**src/rtl/rfphoenix_wb_sequencer.sv**
```systemverilog
// Writeback sequencer: buffers FU completions per unit, round-robin arbitrates them onto
// the single writeback port, tracks in-flight targets and produces the flush rollback pulse.
module rfphoenix_wb_sequencer #(
  parameter int NUM_FU     = 4,
  parameter int DW         = 64,
  parameter int FIFO_DEPTH = 2
) (
  input  logic                 clk,
  input  logic                 rst,
  input  logic                 issue_v,
  input  logic [6:0]           issue_Rt,
  output logic                 cur_epoch,
  input  logic [NUM_FU-1:0]    fu_v,
  output logic [NUM_FU-1:0]    fu_rdy,
  input  logic [NUM_FU*7-1:0]  fu_Rt,
  input  logic [NUM_FU-1:0]    fu_epoch,
  input  logic [NUM_FU*DW-1:0] fu_res,
  input  logic                 flush,
  output logic                 wb_v,
  output logic [6:0]           wb_Rt,
  output logic [DW-1:0]        wb_res,
  output logic                 rollback,
  output logic [127:0]         rollback_bitmap,
  output logic [127:0]         inflight,
  output logic                 err_orphan
);

  localparam int RW = $clog2(NUM_FU);
  localparam int PW = (FIFO_DEPTH > 1) ? $clog2(FIFO_DEPTH) : 1;
  localparam int CW = $clog2(FIFO_DEPTH + 1);

  logic [6:0]    rt_mem  [NUM_FU][FIFO_DEPTH];
  logic [DW-1:0] res_mem [NUM_FU][FIFO_DEPTH];
  logic [PW-1:0] rd_ptr  [NUM_FU];
  logic [PW-1:0] wr_ptr  [NUM_FU];
  logic [CW-1:0] count   [NUM_FU];
  logic [CW-1:0] cnt_nxt [NUM_FU];

  logic [RW-1:0]     rr_ptr;
  logic [RW-1:0]     gnt_idx;
  logic              gnt_found;
  logic [NUM_FU-1:0] push;
  logic [NUM_FU-1:0] pop;
  logic [6:0]        head_rt;
  logic [DW-1:0]     head_res;
  logic [127:0]      inflight_nxt;
  logic              orphan_now;

  function automatic logic [RW-1:0] rr_add(input logic [RW-1:0] base, input int off);
    int s;
    s = (int'(base) + off) % NUM_FU;
    return RW'(s);
  endfunction

  function automatic logic [PW-1:0] ptr_inc(input logic [PW-1:0] p);
    return (int'(p) == FIFO_DEPTH - 1) ? '0 : p + PW'(1);
  endfunction

  // Grant the first non-empty FIFO scanning upward from the round-robin pointer.
  always_comb begin
    gnt_found = 1'b0;
    gnt_idx   = '0;
    for (int off = 0; off < NUM_FU; off++) begin
      if (!gnt_found && count[rr_add(rr_ptr, off)] != '0) begin
        gnt_found = 1'b1;
        gnt_idx   = rr_add(rr_ptr, off);
      end
    end
    head_rt  = rt_mem[gnt_idx][rd_ptr[gnt_idx]];
    head_res = res_mem[gnt_idx][rd_ptr[gnt_idx]];
  end

  // Results carrying an old epoch are dropped at the door; a flush discards everything.
  always_comb begin
    push = '0;
    pop  = '0;
    for (int i = 0; i < NUM_FU; i++) begin
      push[i]    = fu_v[i] && fu_rdy[i] && (fu_epoch[i] == cur_epoch) && !flush;
      pop[i]     = gnt_found && (gnt_idx == RW'(i)) && !flush;
      cnt_nxt[i] = count[i] + CW'(push[i]) - CW'(pop[i]);
    end
  end

  always_ff @(posedge clk or posedge rst) begin
    if (rst) begin
      fu_rdy <= '1;
      for (int i = 0; i < NUM_FU; i++) begin
        rd_ptr[i] <= '0;
        wr_ptr[i] <= '0;
        count[i]  <= '0;
      end
    end else if (flush) begin
      fu_rdy <= '1;
      for (int i = 0; i < NUM_FU; i++) begin
        rd_ptr[i] <= '0;
        wr_ptr[i] <= '0;
        count[i]  <= '0;
      end
    end else begin
      for (int i = 0; i < NUM_FU; i++) begin
        if (push[i]) wr_ptr[i] <= ptr_inc(wr_ptr[i]);
        if (pop[i])  rd_ptr[i] <= ptr_inc(rd_ptr[i]);
        count[i]  <= cnt_nxt[i];
        fu_rdy[i] <= (cnt_nxt[i] != CW'(FIFO_DEPTH));
      end
    end
  end

  always_ff @(posedge clk) begin
    for (int i = 0; i < NUM_FU; i++) begin
      if (push[i]) begin
        rt_mem[i][wr_ptr[i]]  <= fu_Rt[i*7 +: 7];
        res_mem[i][wr_ptr[i]] <= fu_res[i*DW +: DW];
      end
    end
  end

  // A same-cycle issue of the written-back target wins over the clear and masks the orphan check.
  always_comb begin
    inflight_nxt = inflight;
    if (wb_v) inflight_nxt[wb_Rt] = 1'b0;
    if (issue_v && issue_Rt != 7'd0) inflight_nxt[issue_Rt] = 1'b1;
    if (flush) inflight_nxt = '0;
    orphan_now = wb_v && !inflight[wb_Rt] && !(issue_v && !flush && issue_Rt == wb_Rt);
  end

  always_ff @(posedge clk or posedge rst) begin
    if (rst) begin
      wb_v            <= 1'b0;
      wb_Rt           <= '0;
      wb_res          <= '0;
      rollback        <= 1'b0;
      rollback_bitmap <= '0;
      inflight        <= '0;
      cur_epoch       <= 1'b0;
      err_orphan      <= 1'b0;
      rr_ptr          <= '0;
    end else begin
      rollback        <= flush;
      rollback_bitmap <= flush ? inflight : '0;
      inflight        <= inflight_nxt;
      err_orphan      <= err_orphan | orphan_now;
      if (flush) begin
        cur_epoch <= ~cur_epoch;
        wb_v      <= 1'b0;
      end else begin
        wb_v <= gnt_found && (head_rt != 7'd0);
        if (gnt_found && head_rt != 7'd0) begin
          wb_Rt  <= head_rt;
          wb_res <= head_res;
        end
        if (gnt_found) rr_ptr <= rr_add(gnt_idx, 1);
      end
    end
  end

endmodule

```
**config.mk**
```make
export PLATFORM = sky130hd
export DESIGN_NAME = rfphoenix_wb_sequencer
export DESIGN_NICKNAME = d
export VERILOG_FILES = /design/src/rtl/rfphoenix_wb_sequencer.sv
export SDC_FILE = /design/constraint.sdc
export NUM_CORES = 1
export LEC_CHECK = 0
export ABC_CLOCK_PERIOD_IN_PS = 27400
export CORE_ASPECT_RATIO = 0.75
export CORE_MARGIN = 5
export CORE_UTILIZATION = 30
export CTS_CLUSTER_SIZE = 24
export DETAILED_ROUTE_END_ITERATION = 6
export SLEW_MARGIN = 20
export SYNTH_ARGS = -nofsm -noshare
export SYNTH_HDL_FRONTEND = slang
export SYNTH_SLANG_ARGS = --single-unit
```
**constraint.sdc**
```tcl
create_clock -name clk -period 27.4 [get_ports clk]
set_clock_uncertainty 0.15 [all_clocks]
set_input_delay 4.11 -clock clk [delete_from_list [all_inputs] [get_ports clk]]
set_output_delay 4.11 -clock clk [all_outputs]
set_load 0.1 [all_outputs]
```
==> impl_results.md, run 1 <==
- Status: finished, final reports clean
- H-tree depth: 3
- Row count: 111
- Number of synthesized flops with an enable pin: 568
- GRT overflow: 0
- CTS tree: done
- Die ar.: 131000 um2
- Initial DRC count: 2818
- Power Internal: 3.19 mW
- Clk pwr share: 23.2%
- Setup ws final: 20.38 ns
- CP Buf/Inv Count: 1
- Post-CTS setup buffers: 0
- Largest net degree at the start of global routing: 225
- Cts bufs inserted: 95
- Final Cycle Share: 25.6%
- Syn nets: 3343
- Drt total wl: 128000 um
- CORE AREA: 122000 um2
- Synthesized cell area: 37000 um2
- Filler Cells Inserted: 11500
- Vias in the first global route: 26600
- CTS Root Buffer Type: clkbuf_16
- Chip Height: 314 um
- Global-route usage over all layers: 18.8%
- Area leader, netlist: edfxtp_1
- Endpoints failing setup: 0
- Mean area per synthesized cell: 12.2 um2
- Prevailing post-synth register cell: edfxtp_1
- Number of max-cap violations: 0
- Post-CTS Hold Fix Bufs: 0
- DR vias: 26900
- Max Buffers Root-to-Sink: 3
- Reg clk slew, reported paths: 0.06 ns
- Initial antenna violation count: 27
- Slew Limit Fails: 0
- Critical Path Fanout Max: 12
- Final net count: 3924
- Top post-synthesis cells by area: edfxtp_1 (46%), dfrtp_1 (24%), nand2_1 (6.8%), and2_1 (2.3%), mux2i_1 (1.9%)
- Port bufs: 637
- Worst-Margin Slew: 1.15 ns
- Final core utilization: 39.6%
- Total design power: 5.80 mW
- Crit path cell chain: clkdlybuf4s50_1
- Fin area: 48500 um2
- Netlist cell types: 62
- CTS sink count: 921
- First-pass GRT wire length: 185000 um
- Hold slack: 0.368 ns
- CP Launch Type: register
- Relative slew slack: 22.5%
- Mapped Cells: 3028
- 1st-pass router iterations: 7
- Sequential element share of the synthesized area: 69.9%
- Logic pwr share: 46.4%
- RSZ-0062 raised after global routing: no
- Setup TNS: 0 ns
- Skew-Pair Late Insertion Delay: 0.69 ns
- PwrDens: 120 nW/um2
- Crit-path max cell delay: 1.29 ns
- Pre-CTS WS: 20.05 ns
- Routability cong.: 0.858
- Initial Utilization: 30.3%
- Share of post-route cells with drive strength above 1: 6.46%
- DP Area: 45200 um2
- Via/cell ratio: 5.03
- Number of gates resized after cts: 0
- Net switching power: 2.60 mW
- Sw Share: 44.9%
- Area grow syn2layout: 30.9%
- CP max-delay cell: clkdlybuf4s50_1
- Crit path capture type: output port
- Leak pwr: 18.2 nW
- Yosys warnings: 0
- Hold Crit Class: reg2reg
- Inst Count DP: 5150
- Cell family with most CP delay: buffers and inverters
- Post-route DRC: 0
- Synth Register Bits: 921
- Minimum clock period: 7.02 ns
- Die width: 416 um
- Seq pwr share: 30.4%
- Post-DP HPWL: 86400 um
- Worst EP required: 23.14 ns
- DR WL/cell: 23.9 um
- Fmax: 0.143 GHz
- Layout Cells excl Fill: 5339
- Antenna-violating nets left: 0
- Asr flop ratio synth: 38.3%
- Worst path arrival time: 2.76 ns
- Area share of the largest cell type after synthesis: 46.1%
- Crit Path Class: reg2out
- I/O pin count: 638
- Worst IR drop on VDD: 101 uV
- Final hold violation count: 0
-- Yosys cell counts (all sizes together), types with 2 or more instances --
cell,instances
nand2,672
edfxtp,568
dfrtp,349
clkbuf,179
nand3,140
and2,137
a21oi,131
o21ai,131
inv,84
mux2i,72
and3,71
a31oi,67
a311oi,65
a22oi,58
nor2,48
buf,25
o211ai,24
a21boi,22
xnor2,19
nand4,18
nand2b,13
ha,12
o2111ai,12
o22ai,12
o32ai,12
nor3,11
xor2,9
nor2b,8
nor3b,5
or3,5
a22o,4
dfstp,4
mux2,4
mux4,4
or2,4
a221oi,3
o21a,3
o21bai,3
o31ai,3
a211oi,2
and3b,2
nor4,2
o311a,2
o41ai,2
-- cell families (layout without fill, tap and decap cells) --
group | Yosys count | in the layout | share of synthesized area, %
other | 0 | 14 | 0
AO/OA/AOI/OAI | 561 | 561 | 9.78
multiplexers | 80 | 80 | 2.31
adder cells (fa/ha/maj) | 12 | 12 | 0.406
XOR/XNOR | 28 | 28 | 0.662
flip-flops | 921 | 921 | 69.9
AND/OR/NAND/NOR | 1138 | 1138 | 13.9
buffers and inverters | 288 | 947 | 3.00
-- worst min-delay path, cell delays in order, from the launching register on --
cell     delay, ns
dfrtp_1       0.37
inv_1         0.05
mux2i_1       0.05
-- area by class of cell --
| cell class | count | area (um2) | share of cell area (%) |
|---|---|---|---|
| Antenna cell | 14 | 35.0 | 0.0723 |
| Clock buffer | 126 | 2650 | 5.47 |
| Clock inverter | 49 | 617 | 1.27 |
| Inverter | 84 | 333 | 0.687 |
| Multi-Input combinational cell | 1819 | 10100 | 20.9 |
| Sequential cell | 921 | 25900 | 53.4 |
| Tap cell | 1638 | 2050 | 4.23 |
| Timing Repair Buffer | 688 | 6770 | 14.0 |
-- placed cells by master (no fill, tap or decap), types with 9 or more instances in the layout --
cell type,instances
mux2i_1,72
nand2b_1,13
nor2_1,38
a22oi_1,58
nor3_1,9
bufinv_16,9
o22ai_1,11
o211ai_1,24
xnor2_1,19
and3_1,71
buf_4,49
edfxtp_1,568
clkinv_1,13
diode_2,14
o21ai_0,130
a31oi_1,67
nand3_1,140
clkbuf_16,95
o2111ai_1,12
dfrtp_1,349
xor2_1,9
clkbuf_1,15
inv_1,81
ha_1,12
o32ai_1,12
and2_1,136
a311oi_1,65
a21oi_1,130
clkinv_2,14
clkdlybuf4s50_1,635
clkbuf_8,16
nand4_1,18
nand2_1,672
a21boi_0,22
-- power groups by stage --
| stage | Sequential (mW) | Clock [mW] | Combinational [mW] |
|---|---|---|---|
| after floorplan | 2.17 | 0 | 1.50 |
| after global placement | 1.78 | 0 | 2.67 |
| after detailed placement | 1.78 | 0 | 2.70 |
| after CTS | 1.76 | 1.37 | 2.70 |
| after global routing | 1.77 | 1.43 | 2.90 |
| final | 1.76 | 1.35 | 2.69 |
-- sequential cells by signal, summed over array words and instances, names as in the netlist, 4 cells and up --
register and cells:
wb_res 64, wb_Rt 7, count 8, rt_mem 56, rollback_bitmap 128, rd_ptr 4
inflight 128, wr_ptr 4, fu_rdy 4, res_mem 512
-- layer usage --
metal	vias up	wire length, um	global-route usage (%)
met4	6	4580	6.87
met5	-	32	0
li1	12000	-	-
met2	1245	61700	31.3
met1	13400	51700	24.4
met3	233	9850	4.09
-- path summary, 6_finish.rpt --
kind	start	endpoint	slack [ns]	depth (start not counted)
max in group asynchronous	rst	inflight[48]	21.01	4
hold reg to reg	wb_res[13]	wb_res[13]	0.37	2
min in group asynchronous	rst	wb_res[45]	3.73	2
setup / recovery	wb_Rt[4]	wb_Rt[4]	20.38	1
hold / removal	wb_res[13]	wb_res[13]	0.37	2
setup reg to reg	count[0]	wb_Rt[0]	20.96	12
Power figures use the tool's default switching activity.
==> run 2, diff against run 1 <==
--- a/config.mk
+++ b/config.mk
@@ -5,7 +5,7 @@
 export SDC_FILE = /design/constraint.sdc
 export NUM_CORES = 1
 export LEC_CHECK = 0
-export ABC_CLOCK_PERIOD_IN_PS = 27400
+export ABC_CLOCK_PERIOD_IN_PS = 6400
 export CORE_ASPECT_RATIO = 0.75
 export CORE_MARGIN = 5
 export CORE_UTILIZATION = 30
==> constraint.sdc (replaced) <==
create_clock -name clk -period 6.4 [get_ports clk]
set_clock_uncertainty 0.15 [all_clocks]
set_input_delay 0.96 -clock clk [delete_from_list [all_inputs] [get_ports clk]]
set_output_delay 0.96 -clock clk [all_outputs]
set_load 0.1 [all_outputs]
==> impl_results.md, run 2 (synthesized netlist as in run 1, its figures left out) <==
- CTS Root Buffer Type: clkbuf_16
- PwrDens: 507 nW/um2 (+320%)
- Worst path arrival time: 5.25 ns (+2.49 ns)
- Crit path capture type: register
- Area grow syn2layout: 31.3%
- 1st-pass router iterations: 6 (-1)
- Minimum clock period: 4.80 ns
- CTS tree: done
- Slew Limit Fails: 0 (unchanged)
- Setup TNS: 0 ns (unchanged)
- H-tree depth: 3 (unchanged)
- Largest net degree at the start of global routing: 219 (-2.7%)
- Commonest non-fill, non-tap cells in the layout: nand2_1 (672), clkdlybuf4s50_1 (635), edfxtp_1 (568), dfrtp_1 (349), nand3_1 (140)
- DR vias: 27000 (+0.28%)
- Via/cell ratio: 5.04 (about the same)
- Port bufs: 637 (unchanged)
- Setup ws final: 1.60 ns (-18.79 ns)
- Crit path launch: rr_ptr[1]
- Endpoints failing setup: 0 (unchanged)
- Die width: 416 um (unchanged)
- Cts bufs inserted: 93 (-2.1%)
- Post-DP HPWL: 83800 um (-3.0%)
- Max Buffers Root-to-Sink: 3 (unchanged)
- Critical Path Fanout Max: 49 (+37)
- Reg2Reg Depth: 10 (-2)
- Filler Cells Inserted: 11500 (-0.34%)
- CORE AREA: 122000 um2 (unchanged)
- RSZ-0062 raised after global routing: no
- DR WL/cell: 23.9 um (about the same)
- Leak pwr: 18.2 nW (about the same)
- Reg clk slew, reported paths: 0.06 ns (about the same)
- Global-route usage over all layers: 19.0% (+0.11 points)
- Share of post-route cells with drive strength above 1: 6.52% (+0.063 points)
- Worst-Margin Slew: 1.20 ns (+0.0505 ns)
- Worst EP required: 6.84 ns (-16.30 ns)
- Hold_sp: err_orphan
- Crit Path Class: reg2reg
- Vias in the first global route: 26200 (-1.5%)
- Number of gates resized after cts: 0 (unchanged)
- Antenna-violating nets left: 0 (unchanged)
- CTS sink count: 921 (unchanged)
- Drt total wl: 128000 um (+0.24%)
- Initial DRC count: 2768 (-1.8%)
- Skew-Pair Late Insertion Delay: 0.72 ns (+0.03 ns)
- Number of max-cap violations: 0 (unchanged)
- Final hold violation count: 0 (unchanged)
- R2r setup slk: 1.60 ns (-19.36 ns)
- Status: finished, final reports clean
- Largest register FFs: 512 (unchanged)
- CP Launch Type: register
- Initial Utilization: 30.3% (unchanged)
- Hold Crit Class: reg2reg
- Post-route DRC: 0 (unchanged)
- Relative slew slack: 19.7% (-2.8 points)
- Final net count: 3917 (-0.18%)
- Final Cycle Share: 75.0%
- FF-to-FF Start: rr_ptr[1]
- I/O pin count: 638 (unchanged)
- Most common cell after layout, fill and taps aside: nand2_1
- Initial antenna violation count: 41 (+52%)
- GRT overflow: 0 (unchanged)
- First-pass GRT wire length: 184000 um (-0.57%)
- Pre-CTS WS: 1.49 ns (-18.56 ns)
- Row count: 111 (unchanged)
- Worst IR drop on VDD: 687 uV (+580%)
- Die ar.: 131000 um2 (unchanged)
- End of the worst register-to-register path: wb_Rt[0]
- Critical Path End: wb_Rt[0]
- Post-CTS setup buffers: 0 (unchanged)
- Final core utilization: 39.7% (+0.10 points)
- Chip Height: 314 um (unchanged)
- Routability cong.: 0.846 (-1.5%)
- Fmax: 0.208 GHz
- Post-CTS Hold Fix Bufs: 0 (unchanged)
-- run 2: layout make-up --
class | instances | area, um2 | share of cell area, %
sequential | 921 | 25900 | 53.3
inverter | 84 | 329 | 0.677
tap | 1638 | 2050 | 4.22
timing repair buffer | 683 | 6850 | 14.1
clock inverter | 33 | 489 | 1.01
multi-input combinational | 1819 | 10100 | 20.8
antenna | 32 | 80.1 | 0.165
clock buffer | 142 | 2780 | 5.72
-- run 2: routing by layer --
metal | up-vias | global-route usage [%] | wire [um]
met5 | - | 0.221 | 48
met4 | 6 | 8.06 | 4260
met3 | 225 | 4.63 | 10500
met2 | 1253 | 31.0 | 62100
met1 | 13400 | 24.1 | 51200
li1 | 12000 | - | -
-- run 2: per-stage QoR --
step / area, um2 / power, mW / std cells / hold WS [ns]
finish: 48600 / 24.6 / 5352 / 0.345
global route: 48600 / 26.0 / 5341 / 0.348
CTS: 48500 / 24.8 / 5320 / 0.338
detailed placement: 45200 / 19.0 / 5145 / 0.320
global placement: 45200 / 18.9 / 5145 / 0.319
floorplan: 37000 / 15.7 / 3028 / 0.352
-- run 2: how the worst min path moves through the flow --
stage / endpoint / depth (start not counted)
global placement: err_orphan / 1
floorplan: rr_ptr[0] / 2
finish: err_orphan / 1
CTS: err_orphan / 1
global route: err_orphan / 1
detailed placement: err_orphan / 1
-- run 2: power breakdown --
part	switching, mW	total (mW)	internal [mW]	leakage (nW)
Sequential	0.449	7.53	7.08	9.90
Clock	2.42	5.74	3.32	1.58
Combinational	8.05	11.4	3.30	6.73
Total	10.9	24.6	13.7	18.2
-- run 2: worst max-delay path, stage by stage, from the launching register on --
cell and delay (ns):
dfrtp_1 0.48, or2_1 0.64, o21a_2 0.51, and2_4 0.63
inv_4 0.41, a211oi_1 0.34, a311oi_1 0.07, a31o_2 0.29
o31a_2 0.37, buf_4 0.35, mux2_1 0.40
